File: src/rtl/branch_pc_unit.sv
// branch_pc_unit: program counter owner and EX-stage control-flow resolver.
// Optional counters enabled by defining BRANCH_PC_STATS_EN.
module branch_pc_unit #(
  parameter logic [31:0] RESET_PC = 32'h0000_0000
) (
  input  logic        clk,
  input  logic        rst_n,
  input  logic        ex_valid,
  input  logic        ex_is_branch,
  input  logic        ex_is_jal,
  input  logic        ex_is_jalr,
  input  logic [2:0]  ex_funct3,
  input  logic [31:0] ex_pc,
  input  logic [31:0] ex_imm,
  input  logic [31:0] ex_rs1,
  input  logic        BrEq,
  input  logic        BrLt,
  output logic        BrUn,
  input  logic        stall,
  output logic [31:0] if_pc,
  output logic        if_valid,
  input  logic        if_ready,
  output logic        flush,
  output logic        trap_misaligned
`ifdef BRANCH_PC_STATS_EN
  ,
  output logic [31:0] stat_branches,
  output logic [31:0] stat_taken
`endif
);

  localparam logic [1:0] BOOT = 2'd0;
  localparam logic [1:0] RUN  = 2'd1;
  localparam logic [1:0] HALT = 2'd2;

  logic [1:0]  state_q, state_d;
  logic [31:0] pc_q, pc_d;
  logic        trap_q, trap_d;

  logic        taken;
  logic        redirect;
  logic        misaligned;
  logic [31:0] target;
  logic [31:0] jalr_sum;

  assign BrUn = ex_funct3[1];

  // Branch condition decode from comparator flags.
  always_comb begin
    taken = 1'b0;
    case (ex_funct3)
      3'b000:          taken = BrEq;
      3'b001:          taken = !BrEq;
      3'b100, 3'b110:  taken = BrLt;
      3'b101, 3'b111:  taken = !BrLt;
      default:         taken = 1'b0;
    endcase
  end

  assign redirect = ex_valid &
                    (ex_is_jal | ex_is_jalr |
                     (ex_is_branch & taken));

  assign jalr_sum = ex_rs1 + ex_imm;

  // JALR clears bit 0; branch/JAL are PC-relative.
  always_comb begin
    if (ex_is_jalr) begin
      target = jalr_sum & ~32'h1;
    end else begin
      target = ex_pc + ex_imm;
    end
  end

  assign misaligned = redirect & (target[1:0] != 2'b00);

  assign if_pc           = pc_q;
  assign if_valid        = (state_q == RUN);
  assign flush           = ((state_q == RUN) & redirect) |
                           (state_q == HALT);
  assign trap_misaligned = trap_q;

  // Next PC / state selection; redirect beats stall and fetch.
  always_comb begin
    state_d = state_q;
    pc_d    = pc_q;
    trap_d  = trap_q;
    case (state_q)
      BOOT: state_d = RUN;
      RUN: begin
        if (misaligned) begin
          trap_d  = 1'b1;
          state_d = HALT;
        end else if (redirect) begin
          pc_d = target;
        end else if (stall) begin
          pc_d = pc_q;
        end else if (if_ready) begin
          pc_d = pc_q + 32'd4;
        end
      end
      HALT: state_d = HALT;
      default: state_d = BOOT;
    endcase
  end

  // PC, FSM and sticky trap registers.
  always_ff @(posedge clk or negedge rst_n) begin
    if (!rst_n) begin
      state_q <= BOOT;
      pc_q    <= RESET_PC;
      trap_q  <= 1'b0;
    end else begin
      state_q <= state_d;
      pc_q    <= pc_d;
      trap_q  <= trap_d;
    end
  end

`ifdef BRANCH_PC_STATS_EN
  logic [31:0] br_cnt_q, br_cnt_d;
  logic [31:0] tk_cnt_q, tk_cnt_d;

  // Saturating event counters.
  always_comb begin
    br_cnt_d = br_cnt_q;
    tk_cnt_d = tk_cnt_q;
    if (ex_valid && ex_is_branch && br_cnt_q != 32'hFFFF_FFFF) begin
      br_cnt_d = br_cnt_q + 32'd1;
    end
    if (redirect && tk_cnt_q != 32'hFFFF_FFFF) begin
      tk_cnt_d = tk_cnt_q + 32'd1;
    end
  end

  // Counter registers.
  always_ff @(posedge clk or negedge rst_n) begin
    if (!rst_n) begin
      br_cnt_q <= 32'd0;
      tk_cnt_q <= 32'd0;
    end else begin
      br_cnt_q <= br_cnt_d;
      tk_cnt_q <= tk_cnt_d;
    end
  end

  assign stat_branches = br_cnt_q;
  assign stat_taken    = tk_cnt_q;
`endif

endmodule

File: config.mk
export PLATFORM = sky130hd
export DESIGN_NAME = branch_pc_unit
export DESIGN_NICKNAME = d
export VERILOG_FILES = /design/src/rtl/branch_pc_unit.sv
export SDC_FILE = /design/constraint.sdc
export NUM_CORES = 1
export LEC_CHECK = 0
export ABC_AREA = 1
export CAP_MARGIN = 5
export CORE_MARGIN = 5
export CORE_UTILIZATION = 31
export CTS_CLUSTER_DIAMETER = 120
export CTS_CLUSTER_SIZE = 16
export DETAILED_ROUTE_END_ITERATION = 10
export PLACE_DENSITY_LB_ADDON = 0.12
export RECOVER_POWER = 100
export SYNTH_ARGS = -nofsm -noshare
export SYNTH_HDL_FRONTEND = slang
export SYNTH_SLANG_ARGS = --single-unit
File: constraint.sdc
create_clock -name clk -period 2 [get_ports clk]
set_clock_uncertainty 0.2 [all_clocks]
set_input_delay 0.6 -clock clk [delete_from_list [all_inputs] [get_ports clk]]
set_output_delay 0.6 -clock clk [all_outputs]
set_load 0.005 [all_outputs]
**After elaboration in Yosys (flattened, before gate mapping)**

Index checks and enable logic that the tools add are counted.

- Bits in registers: 35
- Input bits: 109
- Output and inout port bits: 36

- $add $sub $neg: 3
- Equality and inequality tests: 9
- Multiplexer cells: 7
- Bitwise gates (word level): 8
- Reductions and logical operators: 10

Operators with widths:

| kind | count |
|---|---|
| $mux 32 | 4 |
| $add 32x32->32 | 2 |
| $add 32x3->32 const B | 1 |
| $eq 3x3->1 const B | 4 |
| $pmux 2 s3 | 1 |
| $and 1x1->1 | 4 |
| $ne 2x1->1 const B | 2 |
| $pmux 1 s4 | 1 |
| $reduce_and 4->1 | 1 |
| $reduce_bool 2->1 | 2 |
| $reduce_or 2->1 | 2 |
| $eq 3x1->1 const B | 1 |
| $logic_not 3->1 | 1 |
| $or 1x1->1 | 3 |
| $eq 2x1->1 const B | 1 |
| $eq 2x2->1 const B | 1 |
| $logic_not 1->1 | 2 |
| $logic_not 2->1 | 1 |
| $mux 2 | 1 |
| $reduce_and 2->1 | 1 |
| $not 1->1 | 1 |

**Longest topological paths before layout**

Gate-level depths: netlist of the first run.

- Word-level depth: 9
- Depth in mapped cells: 16
- Mapped depth without buffers: 16

**Worst setup path before layout of the first run**

Ideal clock, no wire load.

- Path kind: input to register
- Start: input ex_pc[0]
- End: register pc_q[19], in the netlist if_pc[19]
- Library setup time: 0.120 ns
- Arrival time: 2.121 ns
- Path slack: -0.441 ns
- Stages: 10
- Cells stage by stage: ha_1 inv_1 fa_1 a22oi_1 nand2_4 nand2_4 nor2_8 buf_4 nor2_1 a21oi_2

- Longest elaborated chain between the ends: 6

Ends and longest elaborated chain:

| item | RTL line | RTL |
|---|---|---|
| start, declared | 13 | `input logic [31:0] ex_pc,` |
| $add 32x32->32 (*) | 71 | `target = ex_pc + ex_imm;` |
| $mux 32 (*) | 68 | `if (ex_is_jalr) begin` |
| $reduce_bool 2->1 | 75 | `assign misaligned = redirect & (target[1:0] != 2'b00);` |
| $and 1x1->1 | 75 |  |
| $not 1->1 (no line) | -- |  |
| $reduce_and 4->1 (no line) | -- |  |
| end signal, assigned | 115 | `pc_q <= pc_d;` |
| end, declared | 37 | `logic [31:0] pc_q, pc_d;` |

Every way passes the cells marked *; elsewhere a longest branch is shown, timed or not.
A chain may end at the register's enable or synchronous reset.

**Worst setup path in the final report of the first run**

- Start: input ex_imm[0]
- End: register pc_q[3], in the netlist if_pc[3]

- Longest elaborated chain between the ends: 6

Ends and longest elaborated chain:

| item | RTL line | RTL |
|---|---|---|
| start, declared | 14 | `input logic [31:0] ex_imm,` |
| $add 32x32->32 (on tied branches) | 71, 64 |  |
| $mux 32 (*) | 68 |  |
| $reduce_bool 2->1 | 75 |  |
| $and 1x1->1 | 75 |  |
| $not 1->1 (no line) | -- |  |
| $reduce_and 4->1 (no line) | -- |  |

Marks and branches as above.

==> results.toml, run 1 <==
[outcome]
status = "complete, but fails checks"
violations = "setup timing"

[setup_path]
crit_top_cell = "nand2_4"
startpoint_type = "input port"
crit_required_ns = 1.97
crit_path_max_fanout = 8
crit_buf_inv = 3
crit_family = "adder cells"
cp_cell_sequence = "buf_8 -> ha_4 -> inv_2 -> fa_2 -> a22oi_2 -> nand2_4 -> nand2_4 -> nor2_8 -> buf_6 -> o211ai_1 -> nand2_1"
crit_type = "input port to flop"
slowest_stage = "fa_2"
slowest_delay_ns = 0.43
arrival_ns = 2.27
end_kind = "flop"

[min_path]
holdCritPathClass = "flop to flop"

[global_route]
antenna_found_initial = 0
track_usage_pct = 22.41
grt_pass1_vias = 10058
grt_max_degree = 39
grt_pass1_wl_um = 51540
overflow = 0

[yosys]
yosysSeqAreaShare_pct = 11.35
yosysUniqueCellTypes = 43
netlist_area_um2 = 7715
postSynthAreaPerCell_um2 = 5.245
syn_inst = 1471
ys_seq_elements = 35
synth_warnings = 0
synth_nets = 1647

[sta]
fin_tns_setup_ns = -8.487
fin_hold_ws_ns = 0.2674
slew_viol_final = 0
fmax_mhz = 435.3
final_hold_viol_count = 0
relSlewSlack_pct = 33.34
fin_ws_ns = -0.2972
post-route-period-util_pct = 114.9
grt_setup_unrepaired = "true"
setup_viol_count_final = 35
worst_pin_slew_ns = 0.9999
min_period_ns = 2.297

[power_and_ir_drop]
leakagePower_nw = 7.353
p_clk_share_pct = 9.9
power_density_nw_per_um2 = 623.5
finalPower_w = 0.008722
intPower_w = 0.004742
seq_power_share_pct = 15.1
combinationalPowerShare_pct = 75.0
ir_drop_mv = 0.4022
switchingPower_w = 0.003980
switching_share_pct = 45.63

[die]
fp.dieW_um = 167.8
initial_core_util_pct = 31.63
row_count = 57
die_h_um = 167.8
ioPinCount = 145
core-area_um2 = 24390
die-area_um2 = 28140

[final_layout]
antenna_cells = 0
seq_area_um2 = 889.6
area_growth_pct = 81.30
final_cells = 2185
fin_util_pct = 57.35
drive_above_1_share_pct = 45.08
multi_input_area_um2 = 8048
fill_cells = 2400
nets = 2036

[detailed_routing]
wl_per_cell_um = 15.16
antenna_left = 0
routed_wirelength_um = 33120
dr.first_iter.drc_count = 579
viasPerCell = 4.703
route.detailed.drc = 0
dr.pass1.iters = 8
vias = 10276

[job]
max_cap_viol_count = 0

[clock_network]
numCtsBuffers = 5
clkSinkCount = 35
h-tree-depth = 2
clk_pin_slew_ns = 0.06
clk_path_buf_depth = 2
clk-insertion-delay-late_ns = 0.29
root_buffer = "clkbuf_16"
cts_tree = "done"

[placed_design]
gp_congestion = 0.9149
port_buffers = 144
dp.cells = 2113
hpwl_um = 25550
-- registers in the layout (all words and copies together), names as in the netlist --
name / cells
trap_misaligned: 1
if_pc: 32
state_q: 2
-- layout by cell type (no fill, tap or decap), types with 24 or more instances in the layout --
master         count
nand3_1           57
nand2_4           56
buf_2             40
buf_4            209
nor2_2            39
dlygate4sd2_1     28
ha_4              61
a21oi_2           49
buf_6             47
nor2_1            68
nand3_2           35
nand2_2          130
inv_1            251
nand2_1          424
nor2_4            44
inv_2             28
dfrtp_1           24
-- cell usage after synthesis (all sizes together) --
| master | number | share of area (%) |
|---|---|---|
| a21o | 1 | 0.097 |
| a21oi | 75 | 5.2 |
| a22oi | 1 | 0.097 |
| a31o | 2 | 0.23 |
| and2 | 4 | 0.32 |
| and3 | 2 | 0.16 |
| buf | 17 | 1.4 |
| clkbuf | 3 | 0.15 |
| clkinv | 2 | 0.097 |
| dfrtp | 35 | 11 |
| fa | 2 | 0.52 |
| ha | 65 | 11 |
| inv | 284 | 14 |
| nand2 | 612 | 30 |
| nand3 | 97 | 6.6 |
| nand3b | 14 | 1.4 |
| nand4 | 9 | 0.73 |
| nor2 | 154 | 8.8 |
| nor3 | 12 | 1.0 |
| nor3b | 3 | 0.29 |
| nor4 | 1 | 0.16 |
| o211ai | 4 | 0.39 |
| o21a | 2 | 0.19 |
| o21ai | 36 | 2.3 |
| o21bai | 4 | 0.39 |
| o22ai | 1 | 0.081 |
| xnor2 | 12 | 1.4 |
| xor2 | 17 | 1.9 |
-- what timing repair did --
action	in CTS	in global routing
pin swaps	225	152
hold buffers	0	0
gates cloned	2	0
gates resized for setup	811	176
endpoints found under the setup margin	66	44
setup buffers	53	10
-- logic make-up after synthesis --
family	Yosys count	synth area share (%)
buffers and inverters	306	15.54
AND/OR/NAND/NOR	908	49.79
adder cells (fa/ha/maj)	67	11.06
flip-flops	35	11.35
XOR/XNOR	29	3.292
AO/OA/AOI/OAI	126	8.969
-- routing by layer --
metal  part of all wire, %  global-route usage [%]  up-vias
li1                      -                       -     5283
met1                    46                   30.53     4708
met2                    48                   39.01      243
met3                   4.0                   1.367       42
met4                   1.9                   4.905        0
met5                     0                       0        -
-- tightest hold or removal path: stages (launching register included) --
cell and delay, ns:
dfrtp_1 0.34, o21ai_1 0.06, inv_1 0.04
-- layout make-up --
class,count,area share [%]
Clock buffer,7,1.091
Multi-Input combinational cell,1130,57.54
Sequential cell,35,6.360
Inverter,286,7.782
Timing Repair Buffer,402,24.28
Tap cell,324,2.898
Clock inverter,1,0.05367
-- power by group through the flow --
stage	Sequential (W)	Clock (W)	Combinational [W]
after CTS	0.00131	0.000875	0.00622
final	0.00131	0.000867	0.00654
after detailed placement	0.00149	0	0.00470
after floorplan	0.00144	0	0.00236
after global placement	0.00149	0	0.00467
after global routing	0.00135	0.000901	0.00710
-- per-stage QoR --
stage,instance area (µm²),setup WS [ns]
floorplan,7787,-0.2400
global placement,11030,-1.237
detailed placement,11030,-1.183
CTS,13550,-0.2833
global route,13990,-0.3665
finish,13990,-0.2972
-- final timing paths --
kind / start / cells after the start / to / slack [ns]
worst max-delay path: ex_imm[0] / 11 / if_pc[3] / -0.30
worst min-delay path: if_pc[0] / 2 / if_pc[0] / 0.27
worst max register to register: if_pc[19] / 12 / if_pc[24] / -0.04
worst min register to register: if_pc[0] / 2 / if_pc[0] / 0.27
max in group asynchronous: rst_n / 2 / if_pc[18] / 0.56
min in group asynchronous: rst_n / 2 / state_q[0] / 0.36
Power figures use the tool's default switching activity.
==> run 2: changes to the inputs <==
CORE_MARGIN = default   (was 5)
==> run 2 against run 1 <==
Against the previous run: the flow still finishes with violations (setup timing); critical path depth increased by 2; global-route usage increased by 1.4 points; largest power group unchanged; critical endpoint is now if_pc[30]; sequential share of layout area increased by 0.29 points; power decreased by 10%; sequential power increased by 15%; hold slack got worse by 0.015 ns; core utilization decreased by 2.9 points.
==> results.toml, run 2 (synthesis gave the netlist of run 1 again) <==
[global_route]
overflow = 0
antenna_found_initial = 0
grt_max_degree = 25
grt_pass1_vias = 9720
grt_pass1_wl_um = 48650
track_usage_pct = 23.82

[final_layout]
fill_cells = 2469
final_cells = 2142
nets = 1993
final_cell_area_um2 = 13280
area_growth_pct = 72.19
mostFrequentLayoutCell = "nand2_1"
final_cell_mix = "nand2_1 (459), inv_1 (263), buf_4 (176)"
drive_above_1_share_pct = 38.34
antenna_cells = 0
largest_reg_flops = 32

[clock_network]
numCtsBuffers = 5
postCtsHoldBufs = 0
clkSinkCount = 35
clk_path_buf_depth = 2
root_buffer = "clkbuf_16"
clk_pin_slew_ns = 0.06
h-tree-depth = 2
clk-insertion-delay-late_ns = 0.29
cts_tree = "done"

[sta]
fmax_mhz = 422.1
post-route-period-util_pct = 118.5
fin_ws_ns = -0.3693
fin_hold_ws_ns = 0.2524
relSlewSlack_pct = 33.49
grt_setup_unrepaired = "true"
min_period_ns = 2.369
final_hold_viol_count = 0
slew_viol_final = 0
worst_pin_slew_ns = 0.9977
setup_viol_count_final = 35

[placed_design]
port_buffers = 144
postPlaceCellArea_um2 = 10950
dp.cells = 2102
gp_congestion = 0.9288
hpwl_um = 24360

[power_and_ir_drop]
leakagePower_nw = 7.083
ir_drop_mv = 0.3792
power_density_nw_per_um2 = 589.8

[die]
initial_core_util_pct = 31.63
row_count = 57
fp.dieW_um = 159.8
die_h_um = 159.8
core-area_um2 = 24390
die-area_um2 = 25520
ioPinCount = 145

[detailed_routing]
vias = 9996
viasPerCell = 4.667
wl_per_cell_um = 14.40
antenna_left = 0
dr.pass1.iters = 5
dr.first_iter.drc_count = 458
route.detailed.drc = 0
routed_wirelength_um = 30840

[setup_path]
crit_type = "input port to flop"
startpoint_type = "input port"
crit_path_max_fanout = 7
arrival_ns = 2.39
crit_required_ns = 2.02
end_kind = "flop"

[outcome]
status = "complete, but fails checks"
violations = "setup timing"

[min_path]
holdCritPathClass = "input port to async pin"

[job]
max_cap_viol_count = 0
run 2: cell count changes in the layout (fill, tap and decap cells not counted), sizes merged:
| cell | delta |
|---|---|
| nor2 | +1 |
| clkdlybuf4s50 | -4 |
| clkdlybuf4s15 | -9 |
| buf | -82 |
| clkdlybuf4s25 | -6 |
| clkbuf | +18 |
| bufbuf | +1 |
| dlygate4sd2 | +30 |
| dlymetal6s2s | +7 |
| clkinv | +1 |
run 2: report_power, final:
part / total (W) / internal (W) / switching (W) / leakage [nW]
combinational: 0.00554 / 0.00265 / 0.00289 / 6.61
clock: 0.000790 / 0.000460 / 0.000330 / 0.0669
sequential: 0.00150 / 0.00104 / 0.000460 / 0.410
total: 0.00783 / 0.00415 / 0.00368 / 7.08
run 2: routing by layer:
layer,GRT usage (%),up-vias,routed length (µm)
met5,0,-,0
met4,6.031,0,737
met3,1.143,46,1125
met2,41.96,218,14980
met1,31.64,4537,13990
li1,-,5195,-
run 2: worst max-delay path, cell delays in order:
cell and delay [ns]:
buf_6 0.07, ha_4 0.13, inv_2 0.04, fa_2 0.56, a22oi_2 0.06, buf_6 0.13
nand2_4 0.06, buf_6 0.11, nand2_8 0.06, nor2_8 0.20, clkbuf_16 0.21, nor2_1 0.04
a21oi_1 0.10
run 2: what timing repair did:
item                                    4_1_cts  5_1_grt
endpoints found under the setup margin       68       39
gates cloned                                  5        0
gates resized for setup                     426      349
endpoints found under the hold margin         0        0
setup buffers                                20       11
pin swaps                                    87      118
run 2: metrics by stage:
stage               utilization (%)  worst slack [ns]  total power, W  TNS (ns)
finish                        54.46           -0.3693        0.007835    -10.07
global route                  54.46           -0.4436        0.008460    -13.45
CTS                           51.28           -0.4041        0.007334    -10.64
detailed placement            44.88            -1.171        0.006075    -35.85
global placement              44.88            -1.236        0.006040    -35.39
floorplan                         -           -0.2400        0.003801    -6.908
run 2: final timing paths:
path                                      start               to  slack (ns)  depth (start not counted)
worst max-delay path                   ex_pc[0]        if_pc[30]       -0.37                         13
worst min-delay path                      rst_n       state_q[0]        0.25                          1
worst max register to register         if_pc[2]        if_pc[29]       -0.03                         11
worst min register to register  trap_misaligned  trap_misaligned        0.26                          1
max in group asynchronous                 rst_n        if_pc[29]        0.17                          2
min in group clk                trap_misaligned  trap_misaligned        0.26                          1
run 2: cell type report:
type / instances / area [µm²] / share of cell area (%)
Sequential cell: 35 / 883.3 / 6.650
Multi-Input combinational cell: 1131 / 7676 / 57.78
Tap cell: 324 / 405.4 / 3.052
Clock inverter: 2 / 12.51 / 0.09419
Timing Repair Buffer: 358 / 3089 / 23.26
Clock buffer: 6 / 128.9 / 0.9701
Inverter: 286 / 1089 / 8.194
==> run 3: changes to the inputs <==
CAP_MARGIN = default   (was 5)
CORE_UTILIZATION = 50   (was 31)
PLACE_DENSITY = 0.9   (was default)
PLACE_DENSITY_LB_ADDON = default   (was 0.12)
==> run 3 against run 2 <==
Against the previous run: the flow now stops in global routing (5_1_grt); synthesized area is the same; synthesized cell count is the same.
==> results.toml, run 3 <==
[yosys]
ys_dominant_reg_cell = "dfrtp_1"
synth_top_area_share_pct = 29.39
synth_nets = 1647
synth-compound-area-share_pct = 8.969
synth_warnings = 0
synth_top_family_by_area = "simple AND/OR/NAND/NOR gates"
synth_edf_count = 0
post-synth-top-count-cell = "nand2_1"
syn_inst = 1471
netlist_area_um2 = 7715
synth_area_leaders = "nand2_1 (29%), inv_1 (14%), dfrtp_1 (11%), ha_1 (11%), nor2_1 (6.9%)"
yosysUniqueCellTypes = 43
ys_seq_elements = 35
netlist_top_cells_count = "nand2_1 (604), inv_1 (279), nor2_1 (141), nand3_1 (94), a21oi_1 (69)"
yosysSeqAreaShare_pct = 11.35
synth_mux_area_share_pct = 0
synth_top_area_cell = "nand2_1"
async_flop_share_pct = 100.0
synth_fa_ha_area_share_pct = 11.06
synthSimpleGateAreaFrac_pct = 49.79
postSynthAreaPerCell_um2 = 5.245
synthXorXnorAreaFrac_pct = 3.292

[clock_network]
clk_path_buf_depth = 2
root_buffer = "clkbuf_16"
h-tree-depth = 2
clkSinkCount = 35
numCtsBuffers = 5

[die]
die_h_um = 126.2
ioPinCount = 145
initial_core_util_pct = 50.94
row_count = 45
fp.dieW_um = 126.2

[global_route]
grt_max_degree = 36
track_usage_pct = 70.95
overflow = 80

[sta]
worst-ep-kind = "sequential cell input"
grt_worst_setup_endpoint = "if_pc[16]$_DFFE_PN0P_/D"

[placed_design]
port_buffers = 144
gp_congestion = 1.009
hpwl_um = 23160
dp.cells = 1948

[outcome]
lastStage = "global routing (5_1_grt)"
error = "[ERROR GRT-0232] Routing congestion too high. Check the congestion heatmap in the GUI."
status = "aborted with a tool error"
==> run 3: cell counts after synthesis <==
No cell type changed its count.
==> run 3: cell families after synthesis <==
family,after synthesis
compound gates,126
buf+inv,306
xor+xnor,29
simple gates,908
fa+ha+maj,67
flops,35
==> run 3: layer usage <==
metal | overflow | track usage [%]
met4 | 27 | 76.40
met3 | 0 | 45.75
met1 | 1 | 71.09
met2 | 52 | 94.38
met5 | 0 | 5.882
==> run 3: timing repair <==
item,CTS
endpoints found under the setup margin,64
buffers inserted,48
hold buffers,0
gates resized for setup,587
pin swaps,147
hold endpoints to repair,0
cloned,2
==> run 3: metrics by stage <==
step | hold slack [ns] | instance area, µm² | worst slack, ns
2_1_floorplan | 0.1044 | 7787 | -0.2400
3_3_place_gp | 0.2685 | 10650 | -1.012
3_5_place_dp | 0.2730 | 10650 | -1.058
4_1_cts | 0.2839 | 12790 | -0.3221
==> run 4: changes to the inputs <==
CORE_UTILIZATION = 40   (was 50)
CTS_CLUSTER_DIAMETER = default   (was 120)
CTS_CLUSTER_SIZE = default   (was 16)
PLACE_DENSITY = default   (was 0.9)
PLACE_DENSITY_LB_ADDON = 0.15   (was default)
clock period = 2.6 ns   (was 2 ns; I/O delays follow)
==> run 4 against run 3 <==
Against the previous run: the flow now finishes without violations.
==> results.toml, run 4 (synthesis gave the netlist of run 1 again) <==
[clock_network]
clk_path_buf_depth = 2
clk-insertion-delay-late_ns = 0.29
cts_tree = "done"
h-tree-depth = 2
clkSinkCount = 35
root_buffer = "clkbuf_16"
numCtsBuffers = 5
clk_pin_slew_ns = 0.06

[detailed_routing]
route.detailed.drc = 0
routed_wirelength_um = 29450
vias = 10012
route.met3.wl_um = 1318
wl_per_cell_um = 14.52
wl_met1_um = 13340
viasPerCell = 4.937
dr_wl_met2_um = 14040
dr.pass1.iters = 5
antenna_left = 0
highest_layer = "met4"
dr.first_iter.drc_count = 620

[sta]
fmax_mhz = 389.2
post-route-period-util_pct = 98.83
relSlewSlack_pct = 35.45
final_hold_viol_count = 0
worst_pin_slew_ns = 0.9682
slew_viol_final = 0
setup_viol_count_final = 0
grt_setup_unrepaired = "true"
min_period_ns = 2.570
fin_hold_ws_ns = 0.2650

[power_and_ir_drop]
power_density_nw_per_um2 = 451.9
combinationalPowerShare_pct = 68.0
ir_drop_mv = 0.2656
switching_share_pct = 47.14
intPower_w = 0.003020
switchingPower_w = 0.002693
seq_power_share_pct = 21.4
p_clk_share_pct = 10.6
leakagePower_nw = 6.835

[die]
die-area_um2 = 19850
fp.dieW_um = 140.9
core-area_um2 = 18830
initial_core_util_pct = 40.97
die_h_um = 140.9
ioPinCount = 145
row_count = 50

[setup_path]
crit_type = "input port to flop"
slowest_delay_ns = 0.25
startpoint_type = "input port"
cp_cell_sequence = "clkdlybuf4s15_1 -> ha_4 -> nand2_4 -> inv_1 -> nand2_1 -> nand2_2 -> nand3b_1 -> buf_4 -> xor2_1 -> nand2_1 -> nand2_2 -> a21oi_2 -> o21ai_1"
crit_path_max_fanout = 3
end_kind = "flop"
crit_required_ns = 2.62
slowest_stage = "ha_4"
arrival_ns = 2.59

[placed_design]
dp.cells = 2004
postPlaceCellArea_um2 = 10550
gp_congestion = 0.9695
port_buffers = 144
hpwl_um = 22560

[job]
max_cap_viol_count = 0

[final_layout]
area_growth_pct = 63.88
mostFrequentLayoutCell = "nand2_1"
fill_cells = 1659
antenna_cells = 0
nets = 1944
final_cell_area_um2 = 12640
seq_area_um2 = 875.8
fin_util_pct = 67.14
multi_input_area_um2 = 7537
final_cells = 2028
drive_above_1_share_pct = 33.94
largest_reg_flops = 32
final_cell_mix = "nand2_1 (463), inv_1 (259), buf_4 (146)"

[min_path]
holdCritPathClass = "flop to flop"

[global_route]
track_usage_pct = 28.85
overflow = 0
grt_max_degree = 42
grt_pass1_vias = 9419
grt_pass1_wl_um = 45880
antenna_found_initial = 0

[outcome]
status = "completed"
==> run 4: layout make-up <==
type                    instances  share of cell area, %
clock buffers                   6                  1.098
clock inverters                 1                0.03958
inverters                     286                  8.570
multi-input cells            1130                  59.61
flip-flops and latches         35                  6.927
well taps                     260                  2.573
repair buffers                310                  21.18
==> run 4: worst paths after layout <==
| kind | start | endpoint | slack [ns] | cells past startpoint |
|---|---|---|---|---|
| max | ex_rs1[8] | if_pc[9] | 0.03 | 13 |
| max in group asynchronous | rst_n | if_pc[26] | 0.63 | 2 |
| min in group asynchronous | rst_n | state_q[0] | 0.97 | 2 |
| min | trap_misaligned | trap_misaligned | 0.27 | 1 |
| max reg2reg | if_pc[2] | if_pc[28] | 0.47 | 11 |
| min reg2reg | trap_misaligned | trap_misaligned | 0.27 | 1 |
==> run 4: power by group through the flow <==
| stage | clock, W | sequential [W] | combinational (W) |
|---|---|---|---|
| finish | 0.000608 | 0.00122 | 0.00388 |
| global route | 0.000636 | 0.00126 | 0.00426 |
| CTS | 0.000616 | 0.00121 | 0.00365 |
| detailed placement | 0 | 0.00120 | 0.00326 |
| global placement | 0 | 0.00119 | 0.00321 |
| floorplan | 0 | 0.00111 | 0.00179 |
==> run 4: timing repair <==
item | 4_1_cts | 5_1_grt
hold buffers | 0 | 0
setup buffers | 12 | 5
pin swaps | 89 | 132
gates resized for setup | 339 | 282
endpoints found under the setup margin | 36 | 30
gates cloned | 2 | 0
==> run 4: through the flow <==
step | setup slack [ns] | power (W) | TNS (ns)
final | 0.03049 | 0.005713 | 0
after global routing | -0.04255 | 0.006160 | -0.3142
after CTS | -0.01652 | 0.005476 | -0.05824
after detailed placement | -0.6983 | 0.004453 | -21.07
after global placement | -0.6538 | 0.004403 | -19.63
after floorplan | 0.04746 | 0.002895 | 0
==> run 4: critical path, delay by kind of cell <==
kind                       cells  cell delay, ns
adders and majority gates      1            0.25
buffers and inverters          3            0.44
xor gates and xnor gates       1            0.19
AOI/OAI and AO/OA              2            0.19
and+or+nand+nor                6            0.73
==> run 4: routing by layer <==
metal	vias to the layer above	GRT usage, %
met5	-	0
met4	0	7.723
met3	55	1.257
met2	290	49.46
met1	4574	39.45
li1	5093	-
